[config.mk]
export PLATFORM = sky130hd
export DESIGN_NAME = hazard_controller
export DESIGN_NICKNAME = d
export VERILOG_FILES = /design/src/rtl/hazard_controller.sv
export SDC_FILE = /design/constraint.sdc
export NUM_CORES = 1
export LEC_CHECK = 0
export ABC_AREA = 1
export BUFFER_PORTS_ARGS = -buffer_cell sky130_fd_sc_hd__buf_2
export CORE_ASPECT_RATIO = 0.75
export CORE_UTILIZATION = 41
export CTS_BUF_LIST = sky130_fd_sc_hd__clkbuf_2
export DETAILED_ROUTE_END_ITERATION = 10
export PLACE_DENSITY = 0.88
export SETUP_SLACK_MARGIN = 0.4
export SLEW_MARGIN = 25
export SYNTH_ARGS = -nofsm -noshare
export SYNTH_HDL_FRONTEND = slang
export SYNTH_SLANG_ARGS = --single-unit
[constraint.sdc]
create_clock -name CLK -period 2.42 [get_ports CLK]
set_input_delay 0.121 -clock CLK [delete_from_list [all_inputs] [get_ports CLK]]
set_output_delay 0.121 -clock CLK [all_outputs]
set_load 0.005 [all_outputs]
[src/rtl/hazard_controller.sv]
// Pipeline hazard controller: load-use stall, redirect flush, memory-busy freeze.
// Optional perf counters are enabled with `define HAZARD_PERF_EN.
module hazard_controller (
  input  logic        CLK,
  input  logic        RESET,
  input  logic [4:0]  ID_RegisterRs1_i,
  input  logic [4:0]  ID_RegisterRs2_i,
  input  logic [4:0]  EX_RegDst_i,
  input  logic        EX_MemRead_i,
  input  logic        EX_Redirect_i,
  input  logic        MemBusy_i,
  output logic        PC_Enable,
  output logic        IF_ID_Enable,
  output logic        IF_ID_Flush,
  output logic        ID_EX_Enable,
  output logic        ID_EX_Flush,
  output logic        EX_MEM_Enable,
  output logic [31:0] StallCount,
  output logic [31:0] FlushCount
);

  typedef enum logic [1:0] {StRun, StFlush2, StMemWait} state_e;

  state_e state_q, state_d;
  logic   ret_q, ret_d;
  logic   load_use;
  logic   freeze;
  logic   do_fl2;
  logic   redirect;
  logic   lu_stall;

  assign load_use = EX_MemRead_i && (EX_RegDst_i != 5'd0) &&
                    ((EX_RegDst_i == ID_RegisterRs1_i) || (EX_RegDst_i == ID_RegisterRs2_i));

  always_comb begin
    freeze  = 1'b0;
    do_fl2  = 1'b0;
    state_d = state_q;
    ret_d   = ret_q;
    unique case (state_q)
      StRun: begin
        if (MemBusy_i) begin
          freeze  = 1'b1;
          state_d = StMemWait;
          ret_d   = 1'b0;
        end
      end
      StFlush2: begin
        if (MemBusy_i) begin
          freeze  = 1'b1;
          state_d = StMemWait;
          ret_d   = 1'b1;
        end else begin
          do_fl2  = 1'b1;
          state_d = StRun;
        end
      end
      StMemWait: begin
        if (MemBusy_i) begin
          freeze = 1'b1;
        end else if (ret_q) begin
          // The pending second flush cycle is replayed once memory is ready.
          do_fl2  = 1'b1;
          state_d = StRun;
          ret_d   = 1'b0;
        end else begin
          state_d = StRun;
        end
      end
      default: state_d = StRun;
    endcase

    redirect = !freeze && !do_fl2 && EX_Redirect_i;
    lu_stall = !freeze && !do_fl2 && !EX_Redirect_i && load_use;
    if (redirect) state_d = StFlush2;
  end

  always_comb begin
    PC_Enable     = RESET && !freeze && !lu_stall;
    IF_ID_Enable  = RESET && !freeze && !lu_stall;
    IF_ID_Flush   = RESET && (redirect || do_fl2);
    ID_EX_Enable  = RESET && !freeze;
    ID_EX_Flush   = RESET && (redirect || lu_stall);
    EX_MEM_Enable = RESET && !freeze;
  end

  always_ff @(posedge CLK or negedge RESET) begin
    if (!RESET) begin
      state_q <= StRun;
      ret_q   <= 1'b0;
    end else begin
      state_q <= state_d;
      ret_q   <= ret_d;
    end
  end

`ifdef HAZARD_PERF_EN
  logic [31:0] stall_q;
  logic [31:0] flush_q;

  // Both counters saturate rather than wrap.
  always_ff @(posedge CLK or negedge RESET) begin
    if (!RESET) begin
      stall_q <= 32'd0;
      flush_q <= 32'd0;
    end else begin
      if (!PC_Enable && (stall_q != 32'hFFFF_FFFF)) stall_q <= stall_q + 32'd1;
      if (redirect && (flush_q != 32'hFFFF_FFFF)) flush_q <= flush_q + 32'd1;
    end
  end

  assign StallCount = stall_q;
  assign FlushCount = flush_q;
`else
  assign StallCount = 32'd0;
  assign FlushCount = 32'd0;
`endif

endmodule
==> results of run 1 <==
worst max-delay path, cell delays in order (launching register included):
cell	delay, ns
sky130_fd_sc_hd__dfrtp_1	0.38
sky130_fd_sc_hd__inv_1	0.09
sky130_fd_sc_hd__ha_1	0.22
sky130_fd_sc_hd__nand2_1	0.07
sky130_fd_sc_hd__nand2_1	0.05
sky130_fd_sc_hd__nand3_1	0.11
sky130_fd_sc_hd__nand2_1	0.08
sky130_fd_sc_hd__nor2_1	0.15
sky130_fd_sc_hd__nand2_1	0.09
sky130_fd_sc_hd__a21oi_2	0.12
sky130_fd_sc_hd__buf_2	0.12
registers in the layout, indices dropped and copies added (netlist names):
signal and cells:
state_q 2, ret_q 1
worst max-delay path by stage:
| stage | slack [ns] | startpoint | cells after the start | end |
|---|---|---|---|---|
| 2_1_floorplan | 0.95 | state_q[0]$_DFFE_PN0P_ | 9 | PC_Enable |
| 3_3_place_gp | 0.90 | state_q[0]$_DFFE_PN0P_ | 8 | ID_EX_Flush |
| 3_5_place_dp | 0.83 | state_q[0]$_DFFE_PN0P_ | 10 | ID_EX_Flush |
| 4_1_cts | 0.61 | state_q[0]$_DFFE_PN0P_ | 10 | ID_EX_Flush |
| 5_1_grt | 0.45 | state_q[1]$_DFFE_PN0P_ | 9 | PC_Enable |
| 6_report | 0.62 | state_q[0]$_DFFE_PN0P_ | 10 | ID_EX_Flush |
power by group through the flow:
stage	sequential, W	clock, W	combinational [W]
after floorplan	0.0000900	0	0.000241
after global placement	0.0000933	0	0.000221
after detailed placement	0.0000953	0	0.000228
after CTS	0.0000947	0.0000709	0.000230
after global routing	0.0000959	0.0000761	0.000275
final	0.0000946	0.0000685	0.000232
metal layers:
metal,vias up,GRT usage [%],routed length (microns)
met5,-,0,0
met4,0,1.43,0
met3,0,3.80,120
met2,44,21.6,719
met1,305,12.2,592
li1,390,-,-
synth_stat cells:
| cell type | number |
|---|---|
| sky130_fd_sc_hd__nand2_1 | 30 |
| sky130_fd_sc_hd__a21oi_1 | 1 |
| sky130_fd_sc_hd__inv_2 | 1 |
| sky130_fd_sc_hd__xnor2_1 | 2 |
| sky130_fd_sc_hd__nand3_1 | 5 |
| sky130_fd_sc_hd__conb_1 | 1 |
| sky130_fd_sc_hd__buf_4 | 66 |
| sky130_fd_sc_hd__a21boi_0 | 1 |
| sky130_fd_sc_hd__ha_1 | 5 |
| sky130_fd_sc_hd__nand4_1 | 1 |
| sky130_fd_sc_hd__dfrtp_1 | 3 |
| sky130_fd_sc_hd__o21ai_0 | 5 |
| sky130_fd_sc_hd__nor2_1 | 13 |
| sky130_fd_sc_hd__a21oi_2 | 1 |
| sky130_fd_sc_hd__inv_1 | 22 |
cell usage in the layout, fill, tap and decap left out:
cell type,count
sky130_fd_sc_hd__conb_1,64
sky130_fd_sc_hd__nand2_1,30
sky130_fd_sc_hd__buf_2,25
sky130_fd_sc_hd__inv_1,22
sky130_fd_sc_hd__nor2_1,13
sky130_fd_sc_hd__nand3_1,5
sky130_fd_sc_hd__o21ai_0,5
sky130_fd_sc_hd__ha_1,5
sky130_fd_sc_hd__clkbuf_2,4
sky130_fd_sc_hd__dfrtp_1,3
sky130_fd_sc_hd__xnor2_1,2
sky130_fd_sc_hd__a21oi_1,1
sky130_fd_sc_hd__inv_2,1
sky130_fd_sc_hd__nand4_1,1
sky130_fd_sc_hd__a21boi_0,1
sky130_fd_sc_hd__a21oi_2,1
sky130_fd_sc_hd__dlygate4sd3_1,1
final cells by class:
type / instances / area, sq um
Clock buffer: 4 / 20.0
Inverter: 23 / 86.3
Tap cell: 32 / 40.0
Sequential cell: 3 / 75.1
Multi-Input combinational cell: 128 / 559
Fill cell: 229 / 1200
Timing Repair Buffer: 26 / 135
stage by stage:
| step | setup slack [ns] | util [%] | cell area, sq um | instances |
|---|---|---|---|---|
| after CTS | 0.611 | 43.2 | 916 | 216 |
| after detailed placement | 0.835 | 41.8 | 886 | 211 |
| after global placement | 0.896 | 41.8 | 886 | 211 |
| after floorplan | 0.953 | - | 1220 | 220 |
| after global routing | 0.451 | 43.2 | 916 | 216 |
| final | 0.624 | 43.2 | 916 | 216 |
cell families (layout without fill, tap and decap cells):
| logic type | Yosys count | after routing | synth area share (%) |
|---|---|---|---|
| AOI/OAI and AO/OA | 8 | 8 | 4.72 |
| xor gates and xnor gates | 2 | 2 | 1.79 |
| adders and majority gates | 5 | 5 | 6.39 |
| other | 1 | 64 | 0.383 |
| buffers and inverters | 89 | 53 | 59.4 |
| and+or+nand+nor | 49 | 49 | 19.7 |
| DFF | 3 | 3 | 7.66 |
==> flow_results.org, run 1 <==
** Status
- Run status :: finished, final reports clean

** Clock network
- The number of hold buffers added after CTS was 1.
- The later pin in the worst-skew pair is clocked with a latency of 0.20 ns.
- Number of sinks on the clock net :: 3
- Counting along the longest clock path gives a buffer depth of 2.
- Once the clock tree was built, the resizer swapped 0 gates to a different size.
- TritonCTS built the clock tree.
- Inserted Clock Buffers :: 3
- Clock-pin slew was measured on the worst setup and hold paths at 0.04 ns.
- Once the clock tree was built, the setup fixing pass inserted 0 buffers.
- The tree is rooted in a sky130_fd_sc_hd__clkbuf_2.
- In this run the number of H-tree levels came out at 1.

** Timing
- The number of pins with negative max-slew slack in the final report was 0.
- Highest achievable clock rate :: 557 MHz
- After layout, the worst path uses 74.2% of the clock period.
- Unrepaired setup endpoints after global routing :: no
- Min cycle time layout :: 1.80 ns
- Setup violations remaining at the end of the flow were counted as 0.
- Post-Route Hold Slack :: 0.255 ns
- Count of endpoints failing hold in the final timing report :: 0
- Total negative setup slack :: 0 ns
- The clock arrives with 0.00522 ns of skew.

** Die
- Starting density of the core :: 46.2%
- After floorplanning, the core was divided into 14 placement rows.
- Floorplan core area :: 2120 sq um
- From left edge to right edge, the die measures 58.4 microns.
- The die covers 2590 sq um.
- I/O pin count :: 90
- The die is 44.3 microns tall.

** Power and ir drop
- Internal power comes to 0.000204 W.
- Registers are responsible for 24.0% of the overall power.
- Pwr/cell area :: 431 nW/um^2
- Peak VDD IR :: 0.000428 V
- Summed over all cells, the static leakage comes to 0.670 nW.
- The clock network is responsible for 17.4% of the overall power.
- Total net switching power :: 0.000191 W
- The design draws 0.000395 W.
- Sw Share :: 48.3%
- Share of power burned in combinational logic :: 58.7%

** Synth
- Post-synthesis area per instance :: 6.24 sq um
- Flop and latch count out of synthesis :: 3
- Most area-consuming cells after synthesis :: sky130_fd_sc_hd__buf_4 51%, sky130_fd_sc_hd__nand2_1 11%, sky130_fd_sc_hd__inv_1 8.4%
- Area fraction of the dominant cell type after synthesis :: 50.6%
- Count of distinct cell types in the synthesized netlist :: 15
- After synthesis, flip-flops and latches occupy 7.66% of the total area.
- Total number of yosys warnings :: 0
- The cell count after synthesis came out at 157.
- Post-synth design cell area :: 980 sq um
- Summed over all instances, the cell type with the most area after synthesis is sky130_fd_sc_hd__buf_4.

** Route
- Remaining routing DRC violations :: 0
- For this run, the detailed router's first-pass iteration total came to 4.
- For this block, the via count after detailed routing is 739.
- Avg WL per Cell :: 6.63 microns
- Number of vias per cell :: 3.42
- Total routed wirelength :: 1430 microns
- The count of nets left with antenna violations once routing finished came out at 0.
- Detailed Route Iter0 Violations :: 12

** Setup path
- Data arrival time of the worst path :: 1.68 ns
- Critical path required time :: 2.30 ns
- Crit start category :: flip-flop
- The worst register-to-register path has a setup slack of 1.06 ns.
- Worst r2r dst :: state_q[0]$_DFFE_PN0P_
- The worst register-to-register path has a depth of 7.
- STA classifies the critical path endpoint as a primary output.
- The critical path is of the flip-flop to primary output type.
- Startpoint of the most critical register-to-register path :: state_q[0]$_DFFE_PN0P_
- Of all nets on the critical path, the largest fanout is 4.

** Global routing
- The first global-routing pass estimated 2240 microns of wire.
- The number of antenna violations at the first check in global routing is 0.
- Total congestion overflow after global routing :: 0
- Number of global-route vias before repair :: 602
- Global routing used 11.2% of the available tracks.
- Entering global routing, the biggest net connects 6 pins.

** Placed design
- Detailed placement ended at an HPWL of 1310 microns.
- Routability congestion estimate :: 0.822
- In this run the tool buffered the top-level ports with 25 buffer cells.

** Layout
- N_diodes :: 0
- Post-synthesis to final-layout area growth :: -6.51%
- Fraction of layout cells with a size suffix above 1 :: 16.8%
- At the end of the flow, the number of nets in the layout was 210.

** Hold path
- Class of the most critical hold timing path :: input pin to async pin

** Flow run
- Maximum capacitance violations :: 0
Power figures use the tool's default switching activity.
==> inputs of run 2 (changes only) <==
--- a/config.mk
+++ b/config.mk
@@ -8,10 +8,10 @@
 export ABC_AREA = 1
 export BUFFER_PORTS_ARGS = -buffer_cell sky130_fd_sc_hd__buf_2
 export CORE_ASPECT_RATIO = 0.75
-export CORE_UTILIZATION = 41
+export CORE_UTILIZATION = 35
 export CTS_BUF_LIST = sky130_fd_sc_hd__clkbuf_2
 export DETAILED_ROUTE_END_ITERATION = 10
-export PLACE_DENSITY = 0.88
+export PLACE_DENSITY = 0.8
 export SETUP_SLACK_MARGIN = 0.4
 export SLEW_MARGIN = 25
 export SYNTH_ARGS = -nofsm -noshare
==> constraint.sdc (replaced) <==
create_clock -name CLK -period 1.47 [get_ports CLK]
set_input_delay 0.0735 -clock CLK [delete_from_list [all_inputs] [get_ports CLK]]
set_output_delay 0.0735 -clock CLK [all_outputs]
set_load 0.005 [all_outputs]
==> flow_results.org, run 2 (synthesis results as in run 1) <==
** Layout
- More flip-flops sit in one register than any other, and that register is state_q.
- Compared with the post-synthesis result, the final layout area differs by 8.30%.
- The fraction of layout cells with a size suffix above 1 was 29.8% (+13 points).
- The antenna diode count is 0 (unchanged).
- The layout net count is 214 (+1.9%).
- Max reg flops :: 2 (unchanged)
- Most common cell after layout, fill and taps aside :: sky130_fd_sc_hd__conb_1
- In the layout the commonest cells are 64 x sky130_fd_sc_hd__conb_1, 26 x sky130_fd_sc_hd__nand2_1, 25 x sky130_fd_sc_hd__buf_2, 18 x sky130_fd_sc_hd__inv_1, 11 x sky130_fd_sc_hd__nor2_1.
- In the final layout, the registers with the most flip-flops are state_q (2), ret_q (1).
- The core occupancy in the finished layout is 40.5% (-2.8 points).

** Route
- Count of vias placed by the detailed router :: 748 (+1.2%)
- Routed Antenna Nets :: 0 (unchanged)
- Detailed-router iteration count before antenna repair :: 4 (unchanged)
- The mean number of vias per cell was 3.34 (-2.4%).
- The starting DRC count in detailed routing was 18 (+6).
- Total routed wirelength :: 1560 microns (+8.9%)
- Avg WL per Cell :: 6.96 microns (+5.0%)
- Remaining routing DRC violations :: 0 (unchanged)

** Clock network
- Inserted Clock Buffers :: 3 (unchanged)
- The number of buffers on the longest clock path is 2 (unchanged).
- Clock input transition at the sequential cells of the worst setup and hold paths :: 0.05 ns (about the same)
- The TritonCTS sink count is 3 (unchanged).
- Clk Latency, worst-skew pair :: 0.20 ns (about the same)
- The number of levels the H-tree was split into is 1 (unchanged).
- TritonCTS clock tree :: built
- CTS placed an instance of sky130_fd_sc_hd__clkbuf_2 at the clock tree root.

** Die
- The height of the chip was 47.8 microns (+7.9%).
- The initial standard-cell utilization of the core is 37.4% (-8.9 points).
- Die ar. :: 3020 sq um (+16%)
- The area of the core was 2620 sq um (+24%).
- The number of placed I/O pins came to 90 (unchanged).
- Horizontal die dimension :: 63.1 microns (+7.9%)
- # rows :: 16 (+2)

** Setup path
- Startpoint of the most critical register-to-register path :: state_q[0]$_DFFE_PN0P_
- Worst r2r dst :: ret_q$_DFFE_PN0P_
- The worst setup path is launched from a flip-flop.
- The required time of the critical path was 1.40 ns (-0.90 ns).
- Tracing the worst setup path back leads to its startpoint at state_q[0]$_DFFE_PN0P_.
- STA classifies the critical path endpoint as a primary output.
- Traced cell by cell, the critical path runs through inv_4, ha_4, nand2_2, nand2_2, nand3_4, nand2_4, nor2_4, nand2_2, a21oi_2, buf_2.
- Crit path capture :: ID_EX_Flush
- Dominant cell type by count on the critical path :: sky130_fd_sc_hd__nand2_2
- The worst stage delay on the critical path was 0.44 ns (+0.06 ns).
- Data arrival time of the worst path :: 1.56 ns (-0.12 ns)
- The number of cells on the worst reg-to-reg path is 10 (+3).
- The critical path in this run is classified as flip-flop to primary output.
- Worst-path fanout max :: 4 (unchanged)
- Internal reg-to-reg setup slack :: 0.04 ns (-1.02 ns)
- Library cell contributing the largest single delay on the critical path :: sky130_fd_sc_hd__dfrtp_2

** Power and ir drop
- The switching power share of the total was 48.4% (+0.11 points).
- PnR Total Power :: 0.000942 W (+140%)
- The internal power was 0.000486 W (+140%).
- Clock share of power :: 12.0% (-5.4 points)
- Seq pwr share :: 20.4% (-3.6 points)
- The share of total power in combinational logic came to 67.6% (+8.9 points).
- The ratio of total power to cell area is 888 nW/um^2 (+110%).
- The leakage power of the design is 0.695 nW (+3.7%).
- The maximum ir drop on the vdd rail is 0.000452 V (+5.6%).
- The net switching power was 0.000456 W (+140%).

** Timing
- Highest achievable clock rate :: 613 MHz
- Setup repair after global routing could not meet its margin everywhere.
- After layout, the worst path uses 111% of the clock period.
- The worst hold slack across all endpoints was 0.238 ns (-0.0165 ns).
- Worst setup slack after layout :: -0.161 ns (-0.784 ns)
- The setup total negative slack came to -0.504 ns (-0.504 ns).
- The number of pins with negative max-slew slack in the final report is 0 (unchanged).
- Worst Clk Skew :: 0.00919 ns (+0.00397 ns)
- The setup-violating endpoint count in the final report was 4 (+4).
- Min cycle time layout :: 1.63 ns
- Count of endpoints failing hold in the final timing report :: 0 (unchanged)

** Placed design
- The setup slack at placement is 0.0240 ns (-0.811 ns).
- The count of buffers inserted at the top-level ports is 25 (unchanged).
- Routability congestion estimate :: 0.813 (-1.2%)
- The detailed placement HPWL came to 1250 microns (-4.5%).

** Global routing
- Overall global routing resource usage :: 10.2% (-0.93 points)
- Largest net degree at the start of global routing :: 6 (unchanged)
- Global-route wire length before repair :: 2340 microns (+4.3%)
- Number of global-route vias before repair :: 599 (-0.50%)
- The number of antenna violations at the first check in global routing is 0 (unchanged).
- Total congestion overflow after global routing :: 0 (unchanged)

** Flow run
- Maximum capacitance violations :: 0 (unchanged)

** Hold path
- The worst hold path belongs to the class input pin to flip-flop.

** Status
- The checks that failed: setup timing.
- The run finished, with violations left.
run 2: cell types whose count changed in the layout (fill, tap and decap cells not counted), moves of 3 or more:
cell,previous run,this run
sky130_fd_sc_hd__inv_1,22,18
sky130_fd_sc_hd__ha_4,0,3
sky130_fd_sc_hd__o21ai_0,5,2
sky130_fd_sc_hd__nand2_2,0,3
sky130_fd_sc_hd__buf_4,0,3
sky130_fd_sc_hd__nand2_1,30,26
sky130_fd_sc_hd__ha_1,5,1
run 2: worst min path at each step:
stage,start,depth (start not counted),endpoint,slack (ns)
6_report,EX_Redirect_i,3,state_q[0]$_DFFE_PN0P_,0.24
5_1_grt,EX_Redirect_i,3,state_q[0]$_DFFE_PN0P_,0.25
4_1_cts,EX_Redirect_i,3,state_q[0]$_DFFE_PN0P_,0.24
3_5_place_dp,RESET,1,state_q[1]$_DFFE_PN0P_,-0.11
3_3_place_gp,RESET,1,state_q[1]$_DFFE_PN0P_,-0.11
2_1_floorplan,RESET,0,ret_q$_DFFE_PN0P_,-0.22
run 2: metrics by stage:
stage                     cell area (sq um)  instances
after global placement                  902        215
final                                  1060        224
after global routing                   1060        224
after floorplan                        1230        220
after detailed placement                902        215
after CTS                              1000        222
run 2: power groups by stage:
| stage | Clock (W) | Sequential [W] | Combinational, W |
|---|---|---|---|
| 2_1_floorplan | 0 | 0.000153 | 0.000423 |
| 3_3_place_gp | 0 | 0.000157 | 0.000400 |
| 3_5_place_dp | 0 | 0.000159 | 0.000398 |
| 4_1_cts | 0.000117 | 0.000184 | 0.000504 |
| 5_1_grt | 0.000125 | 0.000201 | 0.000731 |
| 6_report | 0.000113 | 0.000192 | 0.000637 |
run 2: metal layers:
metal	global-route usage [%]	up-vias	wire length, microns
li1	-	395	-
met3	2.38	0	94
met4	3.72	0	0
met2	20.6	34	861
met1	11.0	319	604
met5	0	-	0
run 2: worst max-delay path, delay by kind of cell (launching register included):
family | cells | cell delay, ns
flops | 1 | 0.44
buf+inv | 2 | 0.19
compound gates | 1 | 0.13
simple gates | 6 | 0.44
fa+ha+maj | 1 | 0.16
run 2: area by class of cell:
cell class / count / area (sq um)
well taps: 36 / 45.0
multi-input cells: 128 / 658
flip-flops and latches: 3 / 77.6
repair buffers: 30 / 169
inverters: 23 / 91.3
clock buffers: 4 / 20.0
fillers: 277 / 1560
run 2: timing repair:
action | 4_1_cts | 5_1_grt
gates resized for setup | 14 | 13
pin swaps | 6 | 8
setup buffers | 2 | 2
endpoints found under the setup margin | 9 | 9
hold endpoints to repair | 3 | 0
hold buffers | 1 | 0
==> inputs of run 3 (changes only) <==
--- a/config.mk
+++ b/config.mk
@@ -7,10 +7,12 @@
 export LEC_CHECK = 0
 export ABC_AREA = 1
 export BUFFER_PORTS_ARGS = -buffer_cell sky130_fd_sc_hd__buf_2
+export CAP_MARGIN = 20
 export CORE_ASPECT_RATIO = 0.75
 export CORE_UTILIZATION = 35
 export CTS_BUF_LIST = sky130_fd_sc_hd__clkbuf_2
 export DETAILED_ROUTE_END_ITERATION = 10
+export GPL_TIMING_DRIVEN = 0
 export PLACE_DENSITY = 0.8
 export SETUP_SLACK_MARGIN = 0.4
 export SLEW_MARGIN = 25
==> flow_results.org, run 3 (synthesis results as in run 1) <==
** Status
- Run status :: finished, violations left
- The checks that failed: setup timing.

** Setup path
- The critical path depth came to 8 (-2).
- Tracing the worst setup path back leads to its startpoint at state_q[0]$_DFFE_PN0P_.
- Dominant cell type by count on the critical path :: sky130_fd_sc_hd__nand2_1
- Startpoint of the most critical register-to-register path :: state_q[1]$_DFFE_PN0P_
- Worst-path fanout max :: 4 (unchanged)
- The required time of the critical path came to 1.40 ns (about the same).
- The worst stage delay on the critical path is 0.45 ns (about the same).
- Crit path capture :: PC_Enable
- Cells along the critical path :: ha_1, inv_2, nand2_1, nand2_1, nor2_2, a21boi_1, buf_4, buf_6
- The critical path buffer and inverter count was 3 (+1).
- The critical path is of the flip-flop to primary output type.
- Dominant delay contributor by cell family on the critical path :: flip-flops
- Library cell contributing the largest single delay on the critical path :: sky130_fd_sc_hd__dfrtp_2
- Number of cell instances on the worst register-to-register path :: 8 (-2)
- The register-to-register setup slack was 0.11 ns (+0.07 ns).
- The endpoint identified for the worst register-to-register timing path is state_q[1]$_DFFE_PN0P_.
- STA classifies the critical path endpoint as a primary output.
- The worst setup path is launched from a flip-flop.
- Data arrival time of the worst path :: 1.59 ns (+0.03 ns)

** Layout
- The antenna diode count is 0 (unchanged).
- Final core utilization :: 59.7% (+19 points)
- Post-synthesis to final-layout area growth :: 59.9%
- Most common cell after layout, fill and taps aside :: sky130_fd_sc_hd__buf_4
- Max reg flops :: 2 (unchanged)
- Net total in the final layout :: 282 (+32%)
- Fraction of layout cells with a size suffix above 1 :: 48.0% (+18 points)
- Commonest cells after routing, fill and taps aside :: 70 x sky130_fd_sc_hd__buf_4, 64 x sky130_fd_sc_hd__conb_1, 26 x sky130_fd_sc_hd__nand2_1, 24 x sky130_fd_sc_hd__buf_2, 17 x sky130_fd_sc_hd__inv_1
- Register bank with the most flops :: state_q
- The largest registers in the layout are state_q (2), ret_q (1).

** Power and ir drop
- Pwr/cell area :: 701 nW/um^2 (-21%)
- The maximum ir drop on the vdd rail was 0.000617 V (+37%).
- Clock share of power :: 10.2% (-1.8 points)
- Leakage :: 1.07 nW (+54%)
- Sw Share :: 44.4% (-4.0 points)
- Total net switching power :: 0.000487 W (+6.8%)
- Total internal power :: 0.000610 W (+26%)
- Share of power burned in combinational logic :: 72.5% (+4.9 points)
- Seq pwr share :: 17.3% (-3.1 points)
- The power consumption is 0.00110 W (+16%).

** Die
- The number of standard-cell rows in the floorplan came to 16 (unchanged).
- The initial standard-cell utilization of the core came to 37.4% (unchanged).
- I/O pin count :: 90 (unchanged)
- The area of the core came to 2620 sq um (unchanged).
- Horizontal die dimension :: 63.1 microns (unchanged)
- The full die area is 3020 sq um (unchanged).
- The height of the chip came to 47.8 microns (unchanged).

** Timing
- Worst Clk Skew :: 0.00105 ns (-0.00814 ns)
- The post-route clock period utilization came to 113% (+2.4 points).
- Unrepaired setup endpoints after global routing :: yes
- Highest achievable clock rate :: 600 MHz (-2.1%)
- The slack of the critical path is -0.196 ns (-0.0352 ns).
- The final-report hold violation count was 0 (unchanged).
- The number of pins with negative max-slew slack in the final report came to 0 (unchanged).
- The clock period minus worst slack came to 1.67 ns (+0.0352 ns).
- Setup violators final :: 4 (unchanged)

** Route
- Detailed-router iteration count before antenna repair :: 4 (unchanged)
- Routed Antenna Nets :: 0 (unchanged)
- The total wirelength of the detailed-routed design was 2000 microns (+28%).
- Number of vias per cell :: 3.22 (-3.7%)
- The total DRC errors in the routed layout is 0 (unchanged).
- The starting DRC count in detailed routing is 10 (-8).
- The via total after detailed routing is 939 (+26%).
- The per-cell routed wire length was 6.85 microns (-1.7%).

** Global routing
- The total congestion overflow after global routing came to 0 (unchanged).
- Antenna violations before repair :: 0 (unchanged)
- Global-route wire length before repair :: 2880 microns (+23%)
- The global-route usage over all layers was 12.2% (+2.0 points).
- Largest net degree at the start of global routing :: 6 (unchanged)
- Number of global-route vias before repair :: 726 (+21%)

** Placed design
- Count of input and output buffers :: 25 (unchanged)
- Routability congestion estimate :: 0.718 (-12%)
- The detailed placement HPWL was 1620 microns (+30%).

** Clock network
- TritonCTS built the clock tree.
- Total number of H-tree levels :: 1 (unchanged)
- The number of buffers on the longest clock path was 2 (unchanged).
- Inserted Clock Buffers :: 3 (unchanged)
- The TritonCTS sink count came to 3 (unchanged).
- Clk Latency, worst-skew pair :: 0.20 ns (about the same)
- Clock input transition at the sequential cells of the worst setup and hold paths :: 0.04 ns (about the same)
- The tree is rooted in a sky130_fd_sc_hd__clkbuf_2.

** Hold path
- The worst hold path belongs to the class input pin to flip-flop.

** Flow run
- The reported max-cap violation count was 0 (unchanged).
[run 3: area by class of cell]
cell class              instances  area (sq um)
well taps                      36          45.0
clock buffers                   4          20.0
multi-input cells             128           643
fillers                       264          1060
inverters                      23          91.3
repair buffers                 32           194
flip-flops and latches          3          77.6
plain buffers                  66           495
[run 3: stage by stage]
| stage | hold slack, ns | instances | area (sq um) | worst slack (ns) | setup TNS (ns) |
|---|---|---|---|---|---|
| global route | 0.253 | 292 | 1570 | -0.296 | -1.10 |
| CTS | 0.245 | 289 | 1500 | -0.178 | -0.594 |
| global placement | -0.113 | 281 | 1400 | 0.0104 | 0 |
| finish | 0.254 | 292 | 1570 | -0.196 | -0.626 |
| floorplan | -0.222 | 220 | 1230 | 0.179 | 0 |
| detailed placement | -0.111 | 281 | 1400 | 0.0125 | 0 |
[run 3: power by group through the flow]
stage               registers [W]  logic (W)  clock network (W)
floorplan                0.000153   0.000423                  0
global placement         0.000158   0.000523                  0
detailed placement       0.000162   0.000533                  0
CTS                      0.000185   0.000639           0.000118
global route             0.000197   0.000889           0.000126
finish                   0.000190   0.000795           0.000112
[run 3: worst min path at each step]
stage	startpoint	end	slack [ns]	depth (start not counted)
final	MemBusy_i	state_q[0]$_DFFE_PN0P_	0.25	3
after global routing	MemBusy_i	state_q[0]$_DFFE_PN0P_	0.25	3
after CTS	RESET	ret_q$_DFFE_PN0P_	0.24	2
after detailed placement	RESET	state_q[1]$_DFFE_PN0P_	-0.11	1
after global placement	RESET	ret_q$_DFFE_PN0P_	-0.11	1
after floorplan	RESET	ret_q$_DFFE_PN0P_	-0.22	0
[run 3: layer usage]
layer,up-vias,GRT usage [%],part of all wire (%)
li1,531,-,-
met1,366,14.5,39
met2,40,23.0,52
met3,2,2.38,7.3
met4,0,4.19,0.70
met5,-,0,0
[run 3: tightest hold or removal path: stages]
cell and delay (ns):
sky130_fd_sc_hd__buf_2 0.13, sky130_fd_sc_hd__o21ai_2 0.10, sky130_fd_sc_hd__o21ai_2 0.12
[run 3: timing repair]
item | 4_1_cts | 5_1_grt
resized for setup | 11 | 16
pin swaps | 2 | 5
setup endpoints to repair | 9 | 9
setup buffers | 3 | 3
cloned | 0 | 0
hold endpoints to repair | 3 | 0
hold buffers | 1 | 0
